**src/rtl/series_pkg.sv**
```systemverilog
// Shared definitions for the series evaluator controller: state encoding and term-count clamp.
package series_pkg;

  localparam int unsigned STATE_W = 3;

  typedef enum logic [STATE_W-1:0] {
    IDLE   = 3'd0,
    ARMED  = 3'd1,
    LOAD   = 3'd2,
    SQUARE = 3'd3,
    ACCUM  = 3'd4,
    TERM   = 3'd5,
    DONE   = 3'd6
  } state_e;

  // Zero requested terms still evaluates one; requests above the table depth saturate.
  function automatic int unsigned clamp_terms(input int unsigned n, input int unsigned max_terms);
    int unsigned r;
    r = n;
    if (n == 0) r = 1;
    else if (n > max_terms) r = max_terms;
    return r;
  endfunction

endpackage

```
**src/rtl/term_counter.sv**
```systemverilog
// Term index counter: cleared at run start, advanced once per TERM, flags the final term.
module term_counter #(
  parameter int unsigned CNT_W = 3
) (
  input  logic             clk,
  input  logic             rst_n,
  input  logic             clr,
  input  logic             en,
  input  logic [CNT_W:0]   limit,
  output logic [CNT_W-1:0] idx,
  output logic             last
);

  logic [CNT_W-1:0] idx_q, idx_d;

  // Saturate at the final term so the index can never wrap past the table.
  always_comb begin
    idx_d = idx_q;
    if (clr)             idx_d = '0;
    else if (en && !last) idx_d = idx_q + CNT_W'(1);
  end

  always_ff @(posedge clk or negedge rst_n) begin
    if (!rst_n) idx_q <= '0;
    else        idx_q <= idx_d;
  end

  assign last = ({1'b0, idx_q} == (limit - (CNT_W+1)'(1)));
  assign idx  = idx_q;

endmodule

```
**src/rtl/series_controller.sv**
```systemverilog
// Moore sequencer for the multi-function truncated power-series datapath and coefficient ROM.
module series_controller
  import series_pkg::*;
#(
  parameter int unsigned MAX_TERMS = 8,
  parameter int unsigned CNT_W     = $clog2(MAX_TERMS),
  parameter int unsigned FUNC_W    = 1,
  parameter int unsigned ADDR_W    = FUNC_W + CNT_W
) (
  input  logic              clk,
  input  logic              rst,
  input  logic              start,
  input  logic              abort,
  input  logic [FUNC_W-1:0] func_sel,
  input  logic [CNT_W:0]    n_terms,
  input  logic              ovf,
  output logic              init,
  output logic              xsel,
  output logic              termxsel,
  output logic              xlden,
  output logic              termlden,
  output logic              x2sel,
  output logic              x2multsel,
  output logic              multsel,
  output logic              romsel,
  output logic              acclden,
  output logic [ADDR_W-1:0] rom_addr,
  output logic [CNT_W-1:0]  term_idx,
  output logic              ready,
  output logic              busy,
  output logic              done,
  output logic              err,
  output logic [2:0]        state
);

  state_e             ps_q, ps_d;
  logic [FUNC_W-1:0]  func_q, func_d;
  logic [CNT_W:0]     nterm_q, nterm_d;
  logic               done_q, done_d;
  logic               err_q, err_d;
  logic               cnt_clr, cnt_en, cnt_last, ovf_hit;

  term_counter #(.CNT_W(CNT_W)) u_term_counter (
    .clk   (clk),
    .rst_n (rst),
    .clr   (cnt_clr),
    .en    (cnt_en),
    .limit (nterm_q),
    .idx   (term_idx),
    .last  (cnt_last)
  );

  // Next state and strobe decode; strobes depend on the present state only.
  always_comb begin
    ps_d      = ps_q;
    init      = 1'b0;
    xsel      = 1'b0;
    termxsel  = 1'b0;
    xlden     = 1'b0;
    termlden  = 1'b0;
    x2sel     = 1'b0;
    x2multsel = 1'b0;
    multsel   = 1'b0;
    romsel    = 1'b0;
    acclden   = 1'b0;
    ready     = 1'b0;
    busy      = 1'b0;
    cnt_clr   = 1'b0;
    cnt_en    = 1'b0;
    ovf_hit   = 1'b0;
    func_d    = func_q;
    nterm_d   = nterm_q;
    err_d     = err_q;

    case (ps_q)
      IDLE: begin
        ready = 1'b1;
        if (start) ps_d = ARMED;
      end
      ARMED: begin
        if (!start) begin
          ps_d    = LOAD;
          func_d  = func_sel;
          nterm_d = (CNT_W+1)'(clamp_terms(32'(n_terms), MAX_TERMS));
          err_d   = 1'b0;
        end
      end
      LOAD: begin
        busy     = 1'b1;
        init     = 1'b1;
        xsel     = 1'b1;
        termxsel = 1'b1;
        xlden    = 1'b1;
        termlden = 1'b1;
        cnt_clr  = !abort;
        ps_d     = abort ? IDLE : SQUARE;
      end
      SQUARE: begin
        busy      = 1'b1;
        x2sel     = 1'b1;
        x2multsel = 1'b1;
        xlden     = 1'b1;
        ps_d      = abort ? IDLE : ACCUM;
      end
      ACCUM: begin
        busy    = 1'b1;
        romsel  = 1'b1;
        acclden = 1'b1;
        ovf_hit = ovf && !abort;
        if (abort)                ps_d = IDLE;
        else if (ovf || cnt_last) ps_d = DONE;
        else                      ps_d = TERM;
      end
      TERM: begin
        busy      = 1'b1;
        x2multsel = 1'b1;
        multsel   = 1'b1;
        termlden  = 1'b1;
        cnt_en    = !abort;
        ovf_hit   = ovf && !abort;
        if (abort)    ps_d = IDLE;
        else if (ovf) ps_d = DONE;
        else          ps_d = ACCUM;
      end
      DONE: begin
        busy = 1'b1;
        ps_d = IDLE;
      end
      default: ps_d = IDLE;
    endcase

    if (ovf_hit) err_d = 1'b1;
    done_d = (ps_d == DONE);
  end

  always_ff @(posedge clk or negedge rst) begin
    if (!rst) begin
      ps_q    <= IDLE;
      func_q  <= '0;
      nterm_q <= (CNT_W+1)'(1);
      done_q  <= 1'b0;
      err_q   <= 1'b0;
    end else begin
      ps_q    <= ps_d;
      func_q  <= func_d;
      nterm_q <= nterm_d;
      done_q  <= done_d;
      err_q   <= err_d;
    end
  end

  assign rom_addr = {func_q, term_idx};
  assign done     = done_q;
  assign err      = err_q;
  assign state    = ps_q;

endmodule

```
**config.mk**
```make
export PLATFORM = sky130hd
export DESIGN_NAME = series_controller
export DESIGN_NICKNAME = d
export VERILOG_FILES = /design/src/rtl/series_pkg.sv /design/src/rtl/term_counter.sv /design/src/rtl/series_controller.sv
export SDC_FILE = /design/constraint.sdc
export NUM_CORES = 1
export LEC_CHECK = 0
export CAP_MARGIN = 20
export CELL_PAD_IN_SITES_DETAIL_PLACEMENT = 1
export CELL_PAD_IN_SITES_GLOBAL_PLACEMENT = 1
export CORE_MARGIN = 4
export CORE_UTILIZATION = 28
export CTS_CLUSTER_SIZE = 40
export DETAILED_ROUTE_END_ITERATION = 8
export GPL_ROUTABILITY_DRIVEN = 0
export GPL_TIMING_DRIVEN = 0
export HOLD_SLACK_MARGIN = 0.1
export MAX_ROUTING_LAYER = met4
export PLACE_DENSITY = 0.82
export SLEW_MARGIN = 20
export SYNTH_ARGS = -nofsm -noshare
export SYNTH_HDL_FRONTEND = slang
export SYNTH_SLANG_ARGS = --single-unit
```
**constraint.sdc**
```tcl
create_clock -name clk -period 1.8 [get_ports clk]
set_input_delay 0.18 -clock clk [delete_from_list [all_inputs] [get_ports clk]]
set_output_delay 0.18 -clock clk [all_outputs]
set_load 0.005 [all_outputs]
```
==> impl_summary.txt <==
----------------------------------------------------
[Run status]
  Result of the run ... finished, final reports clean

[Route]
  1st-pass router iterations ... 5
  Post-route DRC violation count ... 0
  Detail-routed net length per standard cell ... about 16 microns
  Average vias per placed instance ... around 4.8
  Detailed router's first-iteration violation count ... 15
  Total number of vias ... a little under 900
  Total detailed-routing wirelength ... 2940 microns
  Detail Route Antenna Nets ... 0

[Clocking]
  # hold bufs at CTS ... 0
  Master cell of the clock root buffer ... clkbuf_4
  Buffer levels on the longest clock path ... 2
  Num Clock Sinks ... 13
  Number of buffers inserted during clock tree synthesis ... 3
  Clock tree from TritonCTS ... yes
  Clock latency on the worst-skew pair ... between 200 and 300 ps
  Clock H-tree levels ... 1
  Clock-pin slew on the worst setup and hold paths ... approximately 80 ps

[Pwr]
  LEAKAGE ... roughly 0.77 nW
  Clock Power Share ... 0.084
  Worst vdd rail ir drop ... roughly 0.84 mV
  Fraction of power consumed by sequential logic ... 0.234
  Gate power share ... 0.683
  Net switching share of the total power ... 0.387
  Power density cells ... between 1000 and 1500 mW/mm^2
  Pint ... about 0.0013 W
  Net load switching power ... between 0.0008 and 0.0009 W

[Timing]
  Slew Limit Headroom ... 0.601
  Final-report hold violation count ... 0
  Min Clock Period, post-route ... roughly 1800 ps
  Unrepaired setup endpoints after global routing ... yes
  Final-report setup violation count ... 0
  Slew of the pin with the lowest slew margin ... slightly below 600 ps
  Worst Clk Skew ... around 3.3 ps
  Maximum clock rate ... between 500 and 600 MHz
  Setup TNS Final ... 0 ps
  Count of pins over their slew limit ... 0
  Worst hold slack ... 271 ps
  Final critical-path share of the clock period ... 0.990

[Synth]
  Combined area of all synthesized cells ... between 800 and 900 sq um
  Portion of the post-synthesis area used by sequential elements ... 0.374
  Synth unique cells ... 35
  Post-synth top area share ... 0.344
  Yosys warning total ... 0
  Avg Cell Area, Syn ... 9.58 sq um
  Post-synthesis cell type with the largest combined area ... dfrtp_1
  Synthesized instance count ... 91
  Register bit count reported by yosys ... 13
  Top cells by area, synth ... dfrtp_1 (34%), buf_4 (6.9%), nor2_1 (4.7%)
  Syn Nets ... 103

[Layout]
  Antenna diode instance count ... 0
  Number of nets in the layout ... 156
  Most frequent cells in the layout ... buf_4 (23), clkdlybuf4s50_1 (23), dfrtp_1 (11)
  Final design area excluding fillers ... 0.00153 sq mm
  Post-route insts no fill ... 185
  Share of final-layout standard cells stronger than drive strength 1 ... 0.385
  Utilization after layout ... 0.531
  Signed area change from the synthesized netlist to the final layout ... 75.0%

[Setup path]
  R2R Path Start ... state[1]
  Launching element type of the critical path ... flip-flop
  Worst Setup Path Type ... reg -> reg
  Critical path endpoint category ... flip-flop
  Worst reg-to-reg path cell count ... 7
  Launching element of the worst setup path ... state[1]
  Worst setup slack for register-to-register paths ... roughly 19 ps
  Worst endpoint required time ... 1960 ps
  Endpoint of the lowest-slack register-to-register path ... u_term_counter.idx[2]
  CP Data Arrival Time ... 1940 ps
  Top fanout value on the critical path ... 6

[Global routing]
  Global-route wire length before repair ... 4700 microns
  Vias in the first global route ... approximately 990
  Sum of overflow across all layers after global routing ... 0
  Initial antenna violation count ... 0
  Largest net degree at the start of global routing ... 14
  Global router's overall resource usage ... 0.150

[Place]
  IO Port Bufs ... 33
  Inst Count DP ... ~170
  Cell area after placement ... between 0.001 and 0.0015 sq mm
  Detailed placement HPWL ... between 1500 and 2000 microns

[Floorplanning]
  Placeable core region ... 0.00288 sq mm
  Num ports ... 34
  Number of rows in the core area ... 19
  DIE WIDTH ... 63.8 microns
  Die span in y ... ~64 microns
  Die outline area ... roughly 0.0041 sq mm
  Effective utilization at floorplan ... 0.303

[Flow run]
  Maxcap violations ... 0

[Min path]
  Class of the most critical hold timing path ... in -> async

----------------------------------------------------
## per-stage QoR
| stage | total power (W) | setup slack (ps) |
|---|---|---|
| after floorplan | 0.00108 | 34.1 |
| after global placement | 0.00153 | -34.0 |
| after detailed placement | 0.00158 | -51.5 |
| after CTS | 0.00207 | 1.85 |
| after global routing | 0.00235 | -40.5 |
| final | 0.00219 | 18.5 |
## critical path, stage by stage (launching register included)
cell and delay (ps):
dfrtp_1 390, buf_6 140, buf_4 140, buf_4 150, nand4bb_4 280, a311oi_2 350, a31oi_2 80, mux2i_1 130
## worst max path at each step
stage                     slack [ps]  cells past startpoint               endpoint
after detailed placement         -50                      6  u_term_counter.idx[1]
after floorplan                   30                      6               state[0]
after CTS                          2                      6               state[0]
after global routing             -40                      7  u_term_counter.idx[2]
final                             20                      7  u_term_counter.idx[2]
after global placement           -30                      6               state[0]
## what timing repair did
item,in CTS,in global routing
pin swaps,2,2
gates cloned,0,0
endpoints found under the hold margin,0,0
setup endpoints to repair,17,13
gates resized for setup,25,12
buffers inserted,13,2
## power groups by stage
stage / logic [W] / registers, W / clock network (W)
floorplan: 0.000578 / 0.000503 / 0
global placement: 0.00101 / 0.000518 / 0
detailed placement: 0.00105 / 0.000528 / 0
finish: 0.00150 / 0.000512 / 0.000183
global route: 0.00162 / 0.000524 / 0.000205
CTS: 0.00139 / 0.000501 / 0.000186
## layout make-up
class	instances	area [sq um]
clock inverters	1	5.00
fillers	327	1350
multi-input cells	65	579
repair buffers	48	449
well taps	42	52.6
inverters	4	15.0
clock buffers	3	22.5
flip-flops and latches	13	328
plain buffers	9	75.1
## registers in the layout, indices dropped and copies added (netlist names)
signal,cells
done,1
err,1
func_q,1
nterm_q,4
state,3
u_term_counter.idx,3
## Yosys cell counts
| cell | count |
|---|---|
| nor2_1 | 11 |
| a31oi_1 | 1 |
| a21bo_4 | 1 |
| a311oi_1 | 1 |
| and2_1 | 2 |
| nor3_1 | 2 |
| dfstp_2 | 1 |
| nand2b_1 | 4 |
| inv_1 | 3 |
| nand4bb_4 | 1 |
| mux2i_1 | 4 |
| o2bb2ai_1 | 1 |
| ha_1 | 2 |
| xor2_1 | 3 |
| o21ai_2 | 1 |
| buf_4 | 8 |
| mux2_1 | 2 |
| nor2b_1 | 1 |
| or2_1 | 1 |
| dfrtp_1 | 12 |
| o31ai_1 | 2 |
| and3_1 | 2 |
| buf_2 | 1 |
| nor3b_1 | 2 |
| nand3b_2 | 1 |
| a21boi_0 | 1 |
| a2bb2oi_2 | 1 |
| o21ai_0 | 2 |
| inv_2 | 1 |
| a21o_1 | 1 |
| nand2_1 | 10 |
| o21bai_2 | 1 |
| a21oi_1 | 2 |
| or3_4 | 1 |
| o21ba_1 | 1 |
## layer usage
metal,up-vias,share of wire,global-route usage
met1,438,0.38,0.152
met5,-,0,-
li1,406,-,-
met4,0,0.022,0.0431
met2,27,0.56,0.285
met3,10,0.035,0.0333
## kinds of logic after synthesis
kind of cell / after synthesis / synth area share
AND/OR/NAND/NOR: 38 / 0.248
AO/OA/AOI/OAI: 16 / 0.155
buffers and inverters: 13 / 0.0918
flip-flops: 13 / 0.374
multiplexers: 6 / 0.0717
XOR/XNOR: 3 / 0.0301
adder cells (fa/ha/maj): 2 / 0.0287
No activity file was read; power rests on OpenSTA's default activity.
